### config.mk
export PLATFORM = sky130hd
export DESIGN_NAME = alu_pipe
export DESIGN_NICKNAME = d
export VERILOG_FILES = /design/src/rtl/alu_pipe.sv
export SDC_FILE = /design/constraint.sdc
export NUM_CORES = 1
export LEC_CHECK = 0
export CAP_MARGIN = 20
export CORE_MARGIN = 1
export CORE_UTILIZATION = 35
export CTS_CLUSTER_DIAMETER = 100
export DETAILED_ROUTE_END_ITERATION = 10
export PLACE_DENSITY = 0.58
export SLEW_MARGIN = 40
export SYNTH_ARGS = -nofsm -noshare
export SYNTH_HDL_FRONTEND = slang
export SYNTH_SLANG_ARGS = --single-unit
### constraint.sdc
create_clock -name clk -period 3.13 [get_ports clk]
set_input_delay 0.626 -clock clk [delete_from_list [all_inputs] [get_ports clk]]
set_output_delay 0.626 -clock clk [all_outputs]
set_load 0.01 [all_outputs]
### src/rtl/alu_pipe.sv
// alu_pipe: registered valid/ready ALU with a persistent carry flag.
// Define ALU_PIPE_MUL_EN to enable opcode 0011 as a multi-cycle shift-add unsigned multiply.
// When the macro is undefined, 0011 is handled like any other undefined opcode.
module alu_pipe #(
    parameter int WIDTH = 8
) (
    input  logic             clk,
    input  logic             rst_n,
    input  logic             in_valid,
    output logic             in_ready,
    input  logic [WIDTH-1:0] a,
    input  logic [WIDTH-1:0] b,
    input  logic [3:0]       s,
    output logic             out_valid,
    input  logic             out_ready,
    output logic [WIDTH-1:0] r,
    output logic             c,
    output logic             v,
    output logic             z
);

    localparam logic [3:0] OP_AND   = 4'b1110;
    localparam logic [3:0] OP_OR    = 4'b1101;
    localparam logic [3:0] OP_NOT   = 4'b1100;
    localparam logic [3:0] OP_XOR   = 4'b1011;
    localparam logic [3:0] OP_ADD   = 4'b1010;
    localparam logic [3:0] OP_SUB   = 4'b1001;
    localparam logic [3:0] OP_PASS  = 4'b1000;
    localparam logic [3:0] OP_ZTEST = 4'b0111;
    localparam logic [3:0] OP_SHL   = 4'b0110;
    localparam logic [3:0] OP_SHR   = 4'b0101;
    localparam logic [3:0] OP_ADC   = 4'b0100;
    localparam logic [WIDTH-1:0] W_L = WIDTH[WIDTH-1:0];

`ifdef ALU_PIPE_MUL_EN
    localparam logic [3:0] OP_MUL = 4'b0011;
    localparam int CW = $clog2(WIDTH);
    localparam logic [CW-1:0] CNT_LAST = CW'(WIDTH - 1);
    typedef enum logic [1:0] {IDLE, FULL, MUL} state_t;
`else
    typedef enum logic [0:0] {IDLE, FULL} state_t;
`endif

    state_t           state_q, state_d;
    logic [WIDTH-1:0] r_q, r_d;
    logic             c_q, c_d, v_q, v_d, z_q, z_d, cf_q, cf_d;
    logic [WIDTH:0]   sum, diff, shl, shr;
    logic             big, accept, arith;
    logic [WIDTH-1:0] alu_r;
    logic             alu_c, alu_v;

`ifdef ALU_PIPE_MUL_EN
    logic [2*WIDTH-1:0] prod_q, prod_d, mcand_q, mcand_d, prod_nx;
    logic [WIDTH-1:0]   mplier_q, mplier_d;
    logic [CW-1:0]      cnt_q, cnt_d;
`endif

    assign out_valid = state_q == FULL;
`ifdef ALU_PIPE_MUL_EN
    assign in_ready = (state_q != MUL) && (!out_valid || out_ready);
`else
    assign in_ready = !out_valid || out_ready;
`endif
    assign accept = in_valid && in_ready;
    assign arith  = (s == OP_ADD) || (s == OP_SUB) || (s == OP_ADC);
    assign r = r_q;
    assign c = c_q;
    assign v = v_q;
    assign z = z_q;

    // Single-cycle ALU on the live operands; the result is only used on accept.
    // Arithmetic is done one bit wider so bit WIDTH carries the carry/borrow/shift-out.
    always_comb begin
        sum   = {1'b0, a} + {1'b0, b} + {{WIDTH{1'b0}}, (s == OP_ADC) & cf_q};
        diff  = {1'b0, a} - {1'b0, b};
        shl   = {1'b0, a} << b;
        shr   = {a, 1'b0} >> b;
        big   = b >= W_L;
        alu_r = '0;
        alu_c = 1'b0;
        alu_v = 1'b0;
        case (s)
            OP_AND:   alu_r = a & b;
            OP_OR:    alu_r = a | b;
            OP_NOT:   alu_r = ~a;
            OP_XOR:   alu_r = a ^ b;
            OP_ADD, OP_ADC: begin
                alu_r = sum[WIDTH-1:0];
                alu_c = sum[WIDTH];
                alu_v = (a[WIDTH-1] == b[WIDTH-1]) && (sum[WIDTH-1] != a[WIDTH-1]);
            end
            OP_SUB: begin
                alu_r = diff[WIDTH-1:0];
                alu_c = diff[WIDTH];
                alu_v = (a[WIDTH-1] != b[WIDTH-1]) && (diff[WIDTH-1] != a[WIDTH-1]);
            end
            OP_PASS:  alu_r = a;
            OP_ZTEST: alu_r = {{(WIDTH-1){1'b0}}, a == '0};
            OP_SHL: begin
                alu_r = big ? '0 : shl[WIDTH-1:0];
                alu_c = !big && shl[WIDTH];
            end
            OP_SHR: begin
                alu_r = big ? '0 : shr[WIDTH:1];
                alu_c = !big && shr[0];
            end
            default: ;
        endcase
    end

    // Next-state for the handshake FSM, the result registers, the carry flag and the multiplier.
    always_comb begin
        state_d = state_q;
        r_d     = r_q;
        c_d     = c_q;
        v_d     = v_q;
        z_d     = z_q;
        cf_d    = cf_q;
`ifdef ALU_PIPE_MUL_EN
        prod_d   = prod_q;
        mcand_d  = mcand_q;
        mplier_d = mplier_q;
        cnt_d    = cnt_q;
        prod_nx  = prod_q + (mplier_q[0] ? mcand_q : '0);
`endif
        if (accept) begin
`ifdef ALU_PIPE_MUL_EN
            if (s == OP_MUL) begin
                state_d  = MUL;
                prod_d   = '0;
                mcand_d  = {{WIDTH{1'b0}}, a};
                mplier_d = b;
                cnt_d    = '0;
            end else
`endif
            begin
                state_d = FULL;
                r_d     = alu_r;
                c_d     = alu_c;
                v_d     = alu_v;
                z_d     = alu_r == '0;
                cf_d    = arith ? alu_c : cf_q;
            end
        end else if (state_q == FULL && out_ready) begin
            state_d = IDLE;
        end
`ifdef ALU_PIPE_MUL_EN
        else if (state_q == MUL) begin
            prod_d   = prod_nx;
            mcand_d  = mcand_q << 1;
            mplier_d = mplier_q >> 1;
            cnt_d    = cnt_q + 1'b1;
            if (cnt_q == CNT_LAST) begin
                state_d = FULL;
                r_d     = prod_nx[WIDTH-1:0];
                c_d     = |prod_nx[2*WIDTH-1:WIDTH];
                v_d     = 1'b0;
                z_d     = prod_nx[WIDTH-1:0] == '0;
            end
        end
`endif
    end

    // State and result registers; reset discards any held result or partial product.
    always_ff @(posedge clk or negedge rst_n) begin
        if (!rst_n) begin
            state_q <= IDLE;
            r_q     <= '0;
            c_q     <= 1'b0;
            v_q     <= 1'b0;
            z_q     <= 1'b0;
            cf_q    <= 1'b0;
`ifdef ALU_PIPE_MUL_EN
            prod_q   <= '0;
            mcand_q  <= '0;
            mplier_q <= '0;
            cnt_q    <= '0;
`endif
        end else begin
            state_q <= state_d;
            r_q     <= r_d;
            c_q     <= c_d;
            v_q     <= v_d;
            z_q     <= z_d;
            cf_q    <= cf_d;
`ifdef ALU_PIPE_MUL_EN
            prod_q   <= prod_d;
            mcand_q  <= mcand_d;
            mplier_q <= mplier_d;
            cnt_q    <= cnt_d;
`endif
        end
    end

endmodule

## Yosys cells after proc, flatten, opt, wreduce, memory -nomap -nowiden

Index checks and enable logic that the tools add are counted.

- Add/sub/neg operators: 3
- Shift operators: 2
- Equal/unequal tests: 15
- Multiplexer cells: 7
- Reductions and logical operators: 16
- Bitwise operators: 5
- Magnitude comparators: 1

Operator list:

| operator | number |
|---|---|
| 8-bit case mux with 10 select lines | 1 |
| 4-bit equality test, second input constant | 7 |
| 4-bit by 3-bit equality test with 1-bit output, second input constant | 4 |
| 8-bit zero test | 2 |
| 8-bit two-way mux | 2 |
| 8-bit by 8-bit adder with 9-bit output | 1 |
| 9-bit by 1-bit adder with 9-bit output | 1 |
| 8-bit by 8-bit << shifter with 9-bit output | 1 |
| 9-bit by 8-bit >> shifter with 9-bit output | 1 |
| 8-bit by 8-bit subtractor with 9-bit output | 1 |
| 8-bit AND | 1 |
| 8-bit by 4-bit greater-or-equal comparator with 1-bit output, second input constant | 1 |
| 8-bit inverter | 1 |
| 8-bit OR | 1 |
| 8-bit bitwise XOR | 1 |
| 1-bit logical AND | 6 |
| 1-bit case mux with 4 select lines | 1 |
| 1-bit logical OR | 3 |
| 1-bit inequality test | 3 |
| 1-bit zero test | 2 |
| 1-bit two-way mux | 2 |
| 1-bit case mux with 2 select lines | 1 |
| 2-bit AND reduction | 1 |
| 2-bit nonzero test | 1 |
| other kinds (3) | 3 |

- Input port bits: 24
- Bits in registers: 13
- Output and inout port bits: 13
- Logic and storage cells: 55

## Logic depth before layout (Yosys ltp)

- Depth after elaboration: 6
- Depth in mapped cells: 13

## Worst setup path after synthesis

Ideal clock, no wire load.

- Path kind: input -> register
- Start: input port a[0]
- End: register z_q, in the netlist z
- Stages: 9
- Arrival time: 3.129 ns
- Required time: 3.026 ns
- Setup slack: -0.102 ns
- Cell sequence: clkbuf_1 inv_1 ha_1 fa_1 o311a_4 o31a_1 a221o_1 a211o_1 o41ai_2

- Longest elaborated chain between the ends: 4
- Elaborated cells on any way between the ends: 14
- Classes of those cells: 3 x add/sub; 2 x shift; 3 x mux; 4 x bitwise; 2 x reduce/logical

RTL lines:

| what | RTL line | RTL |
|---|---|---|
| start, declared | 11 | `input logic [WIDTH-1:0] a,` |
| 8-bit by 8-bit adder with 9-bit output (tied with other cells) | 74 | `sum = {1'b0, a} + {1'b0, b} + {{WIDTH{1'b0}}, (s == OP_ADC) & cf_q};` |
| 9-bit by 1-bit adder with 9-bit output (tied with other cells) | 74 |  |
| 8-bit case mux with 10 select lines * | 82 | `case (s)` |
| 8-bit zero test * | 141 | `z_d = alu_r == '0;` |
| end signal, assigned | 184 | `z_q <= z_d;` |
| end, declared | 46 | `logic c_q, c_d, v_q, v_d, z_q, z_d, cf_q, cf_d;` |

Every way passes the cells marked *; elsewhere a longest branch is shown, timed or not.
A chain may end at the register's enable or synchronous reset.

## Worst setup path in the final report

- Start: input port a[2]
- End: register z_q, in the netlist z

Same word-level chain as after synthesis.

==> metrics.yaml <==
inserted_diodes: 0
pwr_density_cell_nw_per_um2: 244
max_freq_mhz: 333
post-route-worst-setup-slack_ns: 0.128
layout-drive-gt1-share_pct: 28.2
dp_hpwl_um: 7410
worst_relative_slew_slack_pct: 49.1
number_of_warning_messages_in_the_yosys_log: 0
synth_area_um2: 2790
first_global_vias: 2960
finalSetupTns_ns: 0
synth_largest_type_area_fraction_pct: 11.7
htree_levels: 1
synth_compound_area_share_pct: 27.6
seq_total_area_yosys_pct: 11.7
tritoncts: "yes"
netlist_instances: 340
synth_ff_type: "sky130_fd_sc_hd__dfrtp_1"
syn2layout_area_growth_pct: 35.5
routed_wl_um: 9480
setup.worst_path.end_class: "flip-flop"
grt_pass1_wl_um: 15300
number_of_distinct_library_cells_after_synthesis: 64
p_leak_nw: 1.56
design.core.area_um2: 7730
post_synth_most_frequent_cells: "sky130_fd_sc_hd__nand2_1, sky130_fd_sc_hd__ha_1, sky130_fd_sc_hd__inv_1"
yosys.cell_count.top_type: "sky130_fd_sc_hd__nand2_1"
start_util_pct: 36.0
routabilityCongestion: 0.957
dr.pass1.iters: 5
startpoint_type: "input port"
postSynthNetCount: 391
yosys_register_bits: 13
worstSetupPathType: "in2reg"
grt_setup_unrepaired: "false"
clk_pin_slew_worst_paths_ns: 0.06
yosys.area_share.adder_pct: 12.9
skew_ns: 0.00620
total_drc_errors_in_the_routed_layout: 0
post_synth_xor_area_fraction_pct: 2.20
synth_top_cells_by_area: "sky130_fd_sc_hd__dfrtp_1, sky130_fd_sc_hd__ha_1, sky130_fd_sc_hd__mux4_2, sky130_fd_sc_hd__mux2_2, sky130_fd_sc_hd__nand2_1"
io-pin-count: 37
worstHoldPathType: "reg2reg"
worstPathRequired_ns: 3.28
root_buffer: "sky130_fd_sc_hd__clkbuf_8"
dpl.cell_count: 512
drt_iter0_drc: 229
place_ws_ns: -0.472
muxShareOfSynthArea_pct: 13.2
tightest_slew_ns: 0.753
grt_antenna_before_repair: 0
timing.critical_path.cells: "clkdlybuf4s50_1, inv_1, ha_1, o311a_4, o31a_1, a221o_1, a211o_1, o41ai_2"
timing.critical_path.slowest_cell_delay_ns: 0.50
num_rows: 32
final_hold_violation_count: 0
global_route.usage.total_pct: 23.1
hold_buffers: 0
synth_top_family_by_area: "compound AO/OA/AOI/OAI gates"
vias_per_cell: 5.97
yosys.area_share.simple_pct: 23.3
rr_worst_depth: 10
ctsLongestPathBuffers: 2
grt_start_max_net_pins: 31
timing.final.crit_period_ns: 3.00
hold_slack_ns: 0.477
routed_wire_length_per_instance_um: 18.2
report.final.slew_viol_count: 0
worstSkewPairLatency_ns: 0.25
critical_path.max_fanout: 3
report.power.total_uw: 921
vias: 3105
critPathArrivalTime_ns: 3.15
cts-buffers-inserted: 3
nets_finish: 470
die_h_um: 91.2
final_min_period_over_clock_period_pct: 95.9
vdd.ir_drop.worst_mv: 0.130
portBuffers: 36
netlist.top_cell.by_area: "sky130_fd_sc_hd__dfrtp_1"
status: "finished, final reports clean"
synth_area_per_cell_um2: 8.19
max-cap-violations: 0
tritoncts_num_sinks: 13
overall_die_width_um: 91.2
route.antenna.remaining_nets: 0
fillers: 738
timing.hold.worst_path_depth: 2
post_layout_nonfiller_instances: 520
die_area_um2: 8320
global_route.overflow_total: 0
synth-edff-count: 0
timing.critical_path.slowest_stage_cell: "sky130_fd_sc_hd__clkdlybuf4s50_1"
finalSetupViolations: 0
async_sr_flop_fraction_pct: 100
flip-flops by register name (all words and copies together), names as in the netlist:
| register | cells |
|---|---|
| cf_q | 1 |
| out_valid | 1 |
| v | 1 |
| z | 1 |
| r | 8 |
| c | 1 |
stage by stage:
stage / area [um2] / util, %
floorplan: 2790 / -
global placement: 3640 / 47.1
detailed placement: 3640 / 47.1
CTS: 3760 / 48.7
global route: 3770 / 48.8
finish: 3770 / 48.8
path summary, 6_finish.rpt:
check | start | to | slack, ns
setup reg to reg | cf_q$_DFFE_PN0P_ | z$_DFFE_PN0P_ | 0.49
hold reg to reg | r[4]$_DFFE_PN0P_ | r[4]$_DFFE_PN0P_ | 0.48
setup / recovery | a[2] | z$_DFFE_PN0P_ | 0.13
min in group asynchronous | rst_n | r[5]$_DFFE_PN0P_ | 0.76
max in group asynchronous | rst_n | r[3]$_DFFE_PN0P_ | 1.98
hold / removal | r[4]$_DFFE_PN0P_ | r[4]$_DFFE_PN0P_ | 0.48
report_power, final:
group | leakage (nW) | internal (mW) | switching, mW
clock | 0.0228 | 0.0901 | 0.0632
sequential | 0.162 | 0.196 | 0.0180
combinational | 1.37 | 0.283 | 0.270
total | 1.56 | 0.570 | 0.351
area by class of cell:
cell class | count | area, um2 | share of cell area, %
multi-input combinational | 271 | 2280 | 60.4
sequential | 13 | 325 | 8.62
timing repair buffer | 109 | 917 | 24.3
tap | 102 | 128 | 3.38
inverter | 21 | 78.8 | 2.09
clock buffer | 4 | 45.0 | 1.19
routing by layer:
metal | global-route usage (%) | up-vias | wire (um)
met4 | 8.73 | 0 | 342
met2 | 37.6 | 119 | 4290
met3 | 2.76 | 27 | 486
li1 | - | 1470 | -
met1 | 31.1 | 1489 | 4360
met5 | 0 | - | 0
logic make-up after synthesis:
kind of cell    Yosys count
simple gates            114
compound gates          100
buf+inv                  56
fa+ha+maj                27
mux                      23
flops                    13
xor+xnor                  7
critical path, delay by kind of cell:
family | cells | cell delay (ns)
AOI/OAI and AO/OA | 5 | 1.57
adders and majority gates | 1 | 0.38
buffers and inverters | 2 | 0.57
cells in the final DEF (no fill, tap or decap), types with 4 or more instances in the layout:
cell | netlist | routed
sky130_fd_sc_hd__nand4_1 | 4 | 4
sky130_fd_sc_hd__nor3_1 | 5 | 4
sky130_fd_sc_hd__mux4_2 | 10 | 10
sky130_fd_sc_hd__inv_1 | 20 | 17
sky130_fd_sc_hd__nand2_1 | 26 | 26
sky130_fd_sc_hd__a221oi_1 | 8 | 7
sky130_fd_sc_hd__and2_1 | 5 | 5
sky130_fd_sc_hd__mux2i_1 | 4 | 4
sky130_fd_sc_hd__a221o_1 | 5 | 5
sky130_fd_sc_hd__nor2_1 | 16 | 16
sky130_fd_sc_hd__clkdlybuf4s50_1 | 0 | 29
sky130_fd_sc_hd__a21oi_1 | 11 | 10
sky130_fd_sc_hd__a211oi_1 | 5 | 4
sky130_fd_sc_hd__mux2_2 | 9 | 9
sky130_fd_sc_hd__o2111ai_1 | 6 | 5
sky130_fd_sc_hd__ha_1 | 24 | 22
sky130_fd_sc_hd__a31oi_1 | 6 | 6
sky130_fd_sc_hd__buf_4 | 0 | 72
sky130_fd_sc_hd__a22oi_1 | 5 | 5
sky130_fd_sc_hd__nand3b_1 | 5 | 5
sky130_fd_sc_hd__nand3_1 | 16 | 15
sky130_fd_sc_hd__nor4_1 | 5 | 4
sky130_fd_sc_hd__nand2b_1 | 6 | 6
sky130_fd_sc_hd__o21ai_0 | 10 | 10
sky130_fd_sc_hd__o21a_1 | 5 | 5
sky130_fd_sc_hd__o211ai_1 | 7 | 7
sky130_fd_sc_hd__dfrtp_1 | 13 | 13
sky130_fd_sc_hd__nor4bb_1 | 4 | 4
sky130_fd_sc_hd__a311oi_1 | 4 | 4
sky130_fd_sc_hd__xnor2_1 | 4 | 4
sky130_fd_sc_hd__dlygate4sd2_1 | 0 | 5
timing repair:
| action | CTS | global route |
|---|---|---|
| endpoints found under the setup margin | 4 | 2 |
| setup buffers | 4 | 0 |
| gates resized for setup | 18 | 4 |
| pin swaps | 11 | 5 |
Note: power is estimated with default switching activity, not from simulation.
